`config.mk`:
```
export PLATFORM = sky130hd
export DESIGN_NAME = intr_prio_cfg_seq_flat
export DESIGN_NICKNAME = d
export VERILOG_FILES = /design/src/rtl/intr_prio_cfg_seq_if.sv /design/src/rtl/intr_prio_cfg_seq.sv /design/src/flat_wrapper.sv
export SDC_FILE = /design/constraint.sdc
export NUM_CORES = 1
export LEC_CHECK = 0
export BUFFER_PORTS_ARGS = -buffer_cell sky130_fd_sc_hd__buf_2
export CORE_MARGIN = 2
export CORE_UTILIZATION = 45
export CTS_BUF_LIST = sky130_fd_sc_hd__clkbuf_2
export DETAILED_ROUTE_END_ITERATION = 8
export GPL_TIMING_DRIVEN = 0
export PLACE_DENSITY = 0.61
export SLEW_MARGIN = 25
export SYNTH_ARGS = -nofsm -noshare
export SYNTH_HDL_FRONTEND = slang
export SYNTH_SLANG_ARGS = --single-unit
```
`constraint.sdc`:
```
create_clock -name pclk -period 7.5 [get_ports pclk]
set_input_delay 0.75 -clock pclk [delete_from_list [all_inputs] [get_ports pclk]]
set_output_delay 0.75 -clock pclk [all_outputs]
set_load 0.02 [all_outputs]
```
`src/rtl/intr_prio_cfg_seq_if.sv`:
```
// rtl/intr_prio_cfg_seq_if.sv - APB-style bus between the priority sequencer and the interrupt controller
interface intr_prio_cfg_seq_if #(
    parameter int ADDR_WIDTH = 4,
    parameter int DATA_WIDTH = 4
);
    logic [ADDR_WIDTH-1:0] paddr;
    logic                  pwrite;
    logic [DATA_WIDTH-1:0] pwdata;
    logic                  penable;
    logic [DATA_WIDTH-1:0] prdata;
    logic                  pready;
    logic                  perror;

    modport master (output paddr, pwrite, pwdata, penable, input prdata, pready, perror);
    modport slave  (input paddr, pwrite, pwdata, penable, output prdata, pready, perror);
endinterface

```
`src/rtl/intr_prio_cfg_seq.sv`:
```
// rtl/intr_prio_cfg_seq.sv - programs per-peripheral interrupt priorities over APB
// Optional readback verify pass enabled by PRIO_VERIFY_EN.
module intr_prio_cfg_seq #(
    parameter int NUM_PERIPHERALS = 16,
    parameter int TIMEOUT_CYCLES  = 64,
    parameter int ADDR_WIDTH      = $clog2(NUM_PERIPHERALS),
    parameter int DATA_WIDTH      = $clog2(NUM_PERIPHERALS)
) (
    input  logic                  pclk,
    input  logic                  prst,
    input  logic                  start,
    input  logic [1:0]            mode,
    input  logic                  tbl_we,
    input  logic [ADDR_WIDTH-1:0] tbl_addr,
    input  logic [DATA_WIDTH-1:0] tbl_wdata,
    intr_prio_cfg_seq_if.master   apb,
    output logic                  busy,
    output logic                  done,
    output logic                  error,
    output logic [2:0]            err_code,
    output logic [ADDR_WIDTH-1:0] err_addr
);
    localparam int TW = $clog2(TIMEOUT_CYCLES);
    localparam logic [ADDR_WIDTH-1:0] LAST_IDX = ADDR_WIDTH'(NUM_PERIPHERALS - 1);
    localparam logic [TW-1:0]         TMO_LAST = TW'(TIMEOUT_CYCLES - 1);

    typedef enum logic [2:0] {
        S_IDLE,
        S_CHECK,
        S_W_GAP,
        S_W_ACC,
`ifdef PRIO_VERIFY_EN
        S_R_GAP,
        S_R_ACC,
`endif
        S_DONE,
        S_ERR
    } state_t;

    state_t                state, state_nxt;
    logic [ADDR_WIDTH-1:0] idx;
    logic [TW-1:0]         tcnt;
    logic [1:0]            mode_q;
    logic [NUM_PERIPHERALS-1:0] seen;
    logic [DATA_WIDTH-1:0] tbl [NUM_PERIPHERALS];

    logic                  idx_clr, idx_inc, tcnt_clr, tcnt_inc, seen_set, start_acc, err_set;
    logic [2:0]            err_code_nxt;
    logic [DATA_WIDTH-1:0] pat;
    logic [ADDR_WIDTH-1:0] bus_addr;
    logic [DATA_WIDTH-1:0] bus_wdata;
    logic                  bus_write, bus_enable;

    // Priority value for the current index under the latched pattern.
    always_comb begin
        case (mode_q)
            2'b01:   pat = DATA_WIDTH'(LAST_IDX - idx);
            2'b10:   pat = tbl[idx];
            default: pat = DATA_WIDTH'(idx);
        endcase
    end

    always_comb begin
        state_nxt    = state;
        idx_clr      = 1'b0;
        idx_inc      = 1'b0;
        tcnt_clr     = 1'b0;
        tcnt_inc     = 1'b0;
        seen_set     = 1'b0;
        start_acc    = 1'b0;
        err_set      = 1'b0;
        err_code_nxt = 3'b000;
        bus_addr     = '0;
        bus_wdata    = '0;
        bus_write    = 1'b0;
        bus_enable   = 1'b0;
        case (state)
            S_IDLE: begin
                if (start) begin
                    start_acc = 1'b1;
                    idx_clr   = 1'b1;
                    state_nxt = (mode == 2'b10) ? S_CHECK : S_W_GAP;
                end
            end
            S_CHECK: begin
                if (seen[tbl[idx]]) begin
                    err_set      = 1'b1;
                    err_code_nxt = 3'b001;
                    state_nxt    = S_ERR;
                end else begin
                    seen_set = 1'b1;
                    if (idx == LAST_IDX) begin
                        idx_clr   = 1'b1;
                        state_nxt = S_W_GAP;
                    end else begin
                        idx_inc = 1'b1;
                    end
                end
            end
            S_W_GAP: begin
                bus_addr  = idx;
                bus_wdata = pat;
                bus_write = 1'b1;
                tcnt_clr  = 1'b1;
                state_nxt = S_W_ACC;
            end
            S_W_ACC: begin
                bus_addr   = idx;
                bus_wdata  = pat;
                bus_write  = 1'b1;
                bus_enable = 1'b1;
                if (apb.pready) begin
                    if (apb.perror) begin
                        err_set      = 1'b1;
                        err_code_nxt = 3'b010;
                        state_nxt    = S_ERR;
                    end else if (idx == LAST_IDX) begin
`ifdef PRIO_VERIFY_EN
                        idx_clr   = 1'b1;
                        state_nxt = S_R_GAP;
`else
                        state_nxt = S_DONE;
`endif
                    end else begin
                        idx_inc   = 1'b1;
                        state_nxt = S_W_GAP;
                    end
                end else if (tcnt == TMO_LAST) begin
                    err_set      = 1'b1;
                    err_code_nxt = 3'b011;
                    state_nxt    = S_ERR;
                end else begin
                    tcnt_inc = 1'b1;
                end
            end
`ifdef PRIO_VERIFY_EN
            S_R_GAP: begin
                bus_addr  = idx;
                tcnt_clr  = 1'b1;
                state_nxt = S_R_ACC;
            end
            S_R_ACC: begin
                bus_addr   = idx;
                bus_enable = 1'b1;
                if (apb.pready) begin
                    if (apb.perror) begin
                        err_set      = 1'b1;
                        err_code_nxt = 3'b010;
                        state_nxt    = S_ERR;
                    end else if (apb.prdata != pat) begin
                        err_set      = 1'b1;
                        err_code_nxt = 3'b100;
                        state_nxt    = S_ERR;
                    end else if (idx == LAST_IDX) begin
                        state_nxt = S_DONE;
                    end else begin
                        idx_inc   = 1'b1;
                        state_nxt = S_R_GAP;
                    end
                end else if (tcnt == TMO_LAST) begin
                    err_set      = 1'b1;
                    err_code_nxt = 3'b011;
                    state_nxt    = S_ERR;
                end else begin
                    tcnt_inc = 1'b1;
                end
            end
`endif
            S_DONE:  state_nxt = S_IDLE;
            S_ERR:   state_nxt = S_IDLE;
            default: state_nxt = S_IDLE;
        endcase
    end

    always_ff @(posedge pclk) begin
        if (!prst) begin
            state    <= S_IDLE;
            idx      <= '0;
            tcnt     <= '0;
            mode_q   <= 2'b00;
            seen     <= '0;
            error    <= 1'b0;
            err_code <= 3'b000;
            err_addr <= '0;
            for (int i = 0; i < NUM_PERIPHERALS; i++) tbl[i] <= DATA_WIDTH'(i);
        end else begin
            state <= state_nxt;
            if (idx_clr)      idx <= '0;
            else if (idx_inc) idx <= idx + 1'b1;
            if (tcnt_clr)      tcnt <= '0;
            else if (tcnt_inc) tcnt <= tcnt + 1'b1;
            if (start_acc) begin
                mode_q   <= mode;
                seen     <= '0;
                error    <= 1'b0;
                err_code <= 3'b000;
                err_addr <= '0;
            end else if (seen_set) begin
                seen[tbl[idx]] <= 1'b1;
            end
            if (err_set) begin
                error    <= 1'b1;
                err_code <= err_code_nxt;
                err_addr <= idx;
            end
            if (state == S_IDLE && tbl_we) tbl[tbl_addr] <= tbl_wdata;
        end
    end

    assign busy        = !(state inside {S_IDLE, S_DONE, S_ERR});
    assign done        = (state == S_DONE);
    assign apb.paddr   = bus_addr;
    assign apb.pwdata  = bus_wdata;
    assign apb.pwrite  = bus_write;
    assign apb.penable = bus_enable;

`ifndef PRIO_VERIFY_EN
    logic unused_prdata;
    assign unused_prdata = ^apb.prdata;
`endif
endmodule

```
`src/flat_wrapper.sv`:
```
// flat-port wrapper written by rule: the top's interface ports become plain ports
module intr_prio_cfg_seq_flat 
#(
    parameter int NUM_PERIPHERALS = 16,
    parameter int TIMEOUT_CYCLES  = 64,
    parameter int ADDR_WIDTH      = $clog2(NUM_PERIPHERALS),
    parameter int DATA_WIDTH      = $clog2(NUM_PERIPHERALS)
)
  (pclk, prst, start, mode, tbl_we, tbl_addr, tbl_wdata, busy, done, error, err_code, err_addr, apb_paddr, apb_pwrite, apb_pwdata, apb_penable, apb_prdata, apb_pready, apb_perror);
  intr_prio_cfg_seq_if #(.ADDR_WIDTH(ADDR_WIDTH), .DATA_WIDTH(DATA_WIDTH)) apb_i ();
  input  logic pclk;
  input  logic prst;
  input  logic start;
  input  logic [1:0] mode;
  input  logic tbl_we;
  input  logic [ADDR_WIDTH-1:0] tbl_addr;
  input  logic [DATA_WIDTH-1:0] tbl_wdata;
  output logic busy;
  output logic done;
  output logic error;
  output logic [2:0] err_code;
  output logic [ADDR_WIDTH-1:0] err_addr;
  output wire logic [$bits(apb_i.paddr)-1:0] apb_paddr;
  output wire logic [$bits(apb_i.pwrite)-1:0] apb_pwrite;
  output wire logic [$bits(apb_i.pwdata)-1:0] apb_pwdata;
  output wire logic [$bits(apb_i.penable)-1:0] apb_penable;
  input wire logic [$bits(apb_i.prdata)-1:0] apb_prdata;
  input wire logic [$bits(apb_i.pready)-1:0] apb_pready;
  input wire logic [$bits(apb_i.perror)-1:0] apb_perror;
  assign apb_paddr = apb_i.paddr;
  assign apb_pwrite = apb_i.pwrite;
  assign apb_pwdata = apb_i.pwdata;
  assign apb_penable = apb_i.penable;
  assign apb_i.prdata = apb_prdata;
  assign apb_i.pready = apb_pready;
  assign apb_i.perror = apb_perror;
  intr_prio_cfg_seq #(.NUM_PERIPHERALS(NUM_PERIPHERALS), .TIMEOUT_CYCLES(TIMEOUT_CYCLES), .ADDR_WIDTH(ADDR_WIDTH), .DATA_WIDTH(DATA_WIDTH)) u_core (.pclk(pclk), .prst(prst), .start(start), .mode(mode), .tbl_we(tbl_we), .tbl_addr(tbl_addr), .tbl_wdata(tbl_wdata), .apb(apb_i), .busy(busy), .done(done), .error(error), .err_code(err_code), .err_addr(err_addr));
endmodule
```
### Word level (Yosys, flattened, before mapping)

Memories as Yosys holds them, arrays and structs flattened. A register that Yosys moved wholly into a read port is not among the register bits.
Cells that the tools add are included.

| operators by class | value |
|---|---|
| equality and inequality tests | 13 |
| add/subtract/negate cells | 3 |
| reduce and logical (&&, ||, !) cells | 12 |
| magnitude comparators | 2 |
| bitwise operators | 2 |
| multiplexer cells | 59 |

Operators with widths:

| operator | number |
|---|---|
| 2-to-1 mux 4 bit | 8 |
| 2-to-1 mux 1 bit | 30 |
| 2-to-1 mux 3 bit | 10 |
| OR 16 bit | 1 |
| case mux 3 bit (4 select lines) | 1 |
| case mux 4 bit (2 select lines) | 1 |
| OR reduction 2 bit | 4 |
| adder 6 x 1 -> 6 bit (second input constant) | 1 |
| equality test 3 x 2 -> 1 bit (second input constant) | 2 |
| equality test 3 bit (second input constant) | 2 |
| equality test 6 bit (second input constant) | 1 |
| 2-to-1 mux 2 bit | 3 |
| case mux 1 bit (2 select lines) | 3 |
| case mux 3 bit (2 select lines) | 1 |
| < comparator 4 x 5 -> 1 bit (second input constant) | 1 |
| adder 4 x 1 -> 4 bit (second input constant) | 1 |
| binary-select mux 1 bit (select 4 bit) | 1 |
| demux 1 bit (select 4 bit) | 1 |
| equality test 2 bit (second input constant) | 2 |
| equality test 4 bit (second input constant) | 1 |
| greater-or-equal comparator 4 x 1 -> 1 bit (second input constant) | 1 |
| OR reduction 4 bit | 1 |
| subtractor 4 bit (first input constant) | 1 |
| equality test 3 x 1 -> 1 bit (second input constant) | 1 |
| 11 further kinds | 12 |

| storage, ports and cells | value |
|---|---|
| RAM bits | 64 |
| word-level logic and storage cells | 100 |
| memories | 1 |
| bits in registers | 39 |
| input port bits | 20 |
| output and inout port bits | 20 |

Memory list:

| memory | words | bits a word | rd ports | clocked after memory_dff | write ports | RTL line | text |
|---|---|---|---|---|---|---|---|
| u_core.tbl | 16 | 4 | 1 | 1 | 16 | intr_prio_cfg_seq.sv:45 | `logic [DATA_WIDTH-1:0] tbl [NUM_PERIPHERALS];` |

### Longest topological paths before layout

| logic depth | value |
|---|---|
| depth after elaboration | 7 |
| mapped depth | 12 |
| gate-level depth less buffers | 8 |

### Worst setup path after synthesis

Ideal clock, no wire load.

| timing path | value |
|---|---|
| path type | reg-to-output |
| from | reg with a tool-made name |
| to | out apb_pwdata[0] |
| buffers on the path | 2 |
| data required time | 6.750 ns |
| arrival time | 2.068 ns |
| stages on the path, launching flop included | 7 |
| path slack | 4.682 ns |
| cell sequence | dfxtp_1 clkbuf_1 mux4_2 mux4_2 buf_6 a221oi_1 a211oi_1 |

RTL lines:

| item | RTL line | text |
|---|---|---|
| end, declared | flat_wrapper.sv:25 | `output wire logic [$bits(apb_i.pwdata)-1:0] apb_pwdata;` |

==> flow_metrics.py <==
metrics = {
    "run_status": {
        "status": "completed",
    },
    "critical_path": {
        "cp.arrival_ns": 3.11,
        "path_max_fanout": 10,
        "end_kind": "primary output",
        "cp-start-kind": "register",
        "critPathRequiredTime_ns": 6.75,
        "critical_path_class": "register to primary output",
    },
    "global_route": {
        "grt_overflow_total": 0,
        "grt_max_degree": 18,
        "grt_pass1_vias": 3560,
        "grt_use_met3_pct": 3.68,
        "grt_pass1_wl_um": 18400,
        "antenna_found_initial": 0,
        "track_usage_pct": 19.1,
        "grt_util_met2_pct": 32.1,
        "busiest_layer": "met2",
        "gr-usage-met1_pct": 24.8,
    },
    "clocking": {
        "htree_levels": 3,
        "clk_latency_ns": 0.58,
        "post_cts_buffers": 0,
        "cts_hold_repair.buffers": 0,
        "numCtsBuffers": 9,
        "cts_resized": 0,
        "tritoncts": "yes",
        "root_buffer": "clkbuf_2",
        "path_clk_slew_ns": 0.25,
        "clkSinkCount": 106,
        "cts_buffer_depth": 2,
    },
    "synth": {
        "seq_area_frac_synth_pct": 54.1,
        "syn_area_per_cell_um2": 11.2,
        "yosys.area_share.simple_pct": 19.4,
        "yosysWarnings": 0,
        "synth.area.top_cells": "edfxtp_1 38%, dfxtp_1 16%, mux4_2 8.8%, and2_1 3.3%, mux2i_1 3.1%",
        "yosysUniqueCellTypes": 48,
        "synth_compound_area_share_pct": 8.69,
        "synthMuxAreaShare_pct": 12.0,
        "yosys.area.top_type": "edfxtp_1",
        "synth-xor-area-share_pct": 0.686,
        "synth_edf_count": 64,
        "synth-async-reset-ratio_pct": 0,
        "yosys.area_share.adder_pct": 0.980,
        "synth_flop_cell": "edfxtp_1",
        "ys_seq_elements": 106,
        "synth_cells": 455,
        "synth_top_family_by_area": "simple AND/OR/NAND/NOR gates",
        "synth_top_area_share_pct": 37.6,
        "synth_fp_nets": 479,
        "synth_area_um2": 5110,
    },
    "hold_path": {
        "hp-class": "primary input to register",
    },
    "placed_design": {
        "gp_congestion": 0.852,
        "dp_slack_ns": 4.15,
        "io_buffers": 31,
        "dpl_cell_area_um2": 5440,
        "post-dp-hpwl_um": 8580,
    },
    "layout": {
        "area_growth_pct": 8.20,
        "fin_util_pct": 50.5,
        "post-route-cell-area_um2": 5530,
        "layout-drive-gt1-share_pct": 15.2,
        "diodes": 0,
        "multi_input_area_um2": 2130,
        "nets": 521,
        "regArea_um2": 2760,
        "n_fill_cell": 1013,
    },
    "sta": {
        "finalSetupTns_ns": 0,
        "period_needed_ns": 3.86,
        "max_freq_ghz": 0.259,
        "rsz0062_at_grt": "false",
        "worst_slew_pin_slew_ns": 0.963,
        "skew_ns": 0.0314,
        "finalHoldViolations": 0,
        "setup_viol_count_final": 0,
        "relSlewSlack_pct": 35.3,
        "layout_setup_ws_ns": 3.64,
        "report.final.slew_viol_count": 0,
        "min_period_over_period_pct": 51.5,
    },
    "floorplanning": {
        "die_h_um": 111,
        "core_area_um2": 10900,
        "rows": 38,
        "initial_core_util_pct": 46.7,
        "die_w_um": 111,
        "io_pins": 40,
        "die_area_um2": 12200,
    },
    "routing": {
        "ant_nets": 0,
        "routed_wl_um": 11400,
        "vias": 3641,
        "detail_route.wl_per_cell_um": 17.8,
        "drt-initial-drc-count": 197,
        "dr.pass1.iters": 5,
        "vias_per_cell": 5.68,
        "drcViolationCount": 0,
    },
    "power": {
        "power.density_nw_per_um2": 206,
        "peakVddDrop_mv": 0.123,
        "power_leakage_nw": 1.90,
        "power.total_mw": 1.14,
    },
    "job": {
        "drv_cap": 0,
    },
}
-- kinds of logic after synthesis --
logic type / Yosys count
other: 1
flip-flops: 106
adder cells (fa/ha/maj): 4
buffers and inverters: 43
AO/OA/AOI/OAI: 67
XOR/XNOR: 4
multiplexers: 36
AND/OR/NAND/NOR: 194
-- final timing paths --
kind	slack (ns)	cells past startpoint	from	endpoint
max	3.64	7	register	apb_pwdata[0]
min	0.42	3	mode[0]	u_core.mode_q[0]
max reg2reg	4.12	12	register	u_core.seen[5]
min reg2reg	0.48	2	u_core.error	u_core.error
-- worst max-delay path: stages, from the launching register on --
cell and delay [ns]:
dfxtp_1 0.37, clkbuf_1 0.49, mux4_2 0.43, mux4_2 0.57
buf_6 0.19, a221oi_1 0.26, a211oi_1 0.06, buf_2 0.17
-- registers in the layout (all words and copies together), names as in the netlist, named ones only --
name and cells:
u_core.seen 16, u_core.tbl 64, u_core.state 3, u_core.err_addr 4, u_core.error 1, u_core.mode_q 2
u_core.tcnt 6, u_core.err_code 2, u_core.idx 4
-- power breakdown --
part | total (mW) | leakage (nW) | internal (mW) | switching (mW)
Combinational | 0.255 | 0.948 | 0.0906 | 0.164
Sequential | 0.653 | 0.889 | 0.637 | 0.0161
Clock | 0.230 | 0.0597 | 0.0438 | 0.186
Total | 1.14 | 1.90 | 0.771 | 0.366
-- layout by cell type, fill, tap and decap left out, drive strengths merged, types with 17 or more instances in the layout --
master   n
and2    27
buf     41
clkbuf  30
dfxtp   42
edfxtp  64
mux4    20
nand2   37
nor2    41
nor3    17
or3     21
-- area by class of cell --
| class | count | area share (%) |
|---|---|---|
| repair buffers | 31 | 2.81 |
| well taps | 140 | 3.17 |
| clock inverters | 6 | 0.792 |
| plain buffers | 31 | 3.01 |
| multi-input cells | 306 | 38.6 |
| inverters | 12 | 0.815 |
| clock buffers | 9 | 0.815 |
| flip-flops and latches | 106 | 50.0 |
-- stage by stage --
| step | instances | hold WS (ns) |
|---|---|---|
| 3_3_place_gp | 626 | 0.447 |
| 3_5_place_dp | 626 | 0.457 |
| 5_1_grt | 641 | 0.382 |
| 2_1_floorplan | 455 | 0.436 |
| 4_1_cts | 641 | 0.388 |
| 6_report | 641 | 0.420 |
-- metal layers --
metal	vias up	wire, um
met5	-	0
met4	0	142
met2	86	5690
li1	1755	-
met1	1790	4970
met3	10	606
-- cell usage after synthesis (4+ instances only) --
| library cell | instances |
|---|---|
| dfxtp_1 | 42 |
| o21ai_0 | 14 |
| nand2_1 | 37 |
| clkbuf_1 | 21 |
| a211oi_1 | 5 |
| edfxtp_1 | 64 |
| a31oi_1 | 16 |
| nand3_1 | 15 |
| and2_1 | 27 |
| o31ai_1 | 4 |
| nor2b_1 | 8 |
| mux4_2 | 20 |
| inv_1 | 11 |
| nand2b_1 | 12 |
| a21oi_1 | 5 |
| and3_1 | 9 |
| mux2i_1 | 16 |
| ha_1 | 4 |
| nor2_1 | 40 |
| buf_6 | 5 |
| nor3_1 | 17 |
| or3_1 | 21 |
| a221oi_1 | 4 |
(Power assumes the default switching activity.)
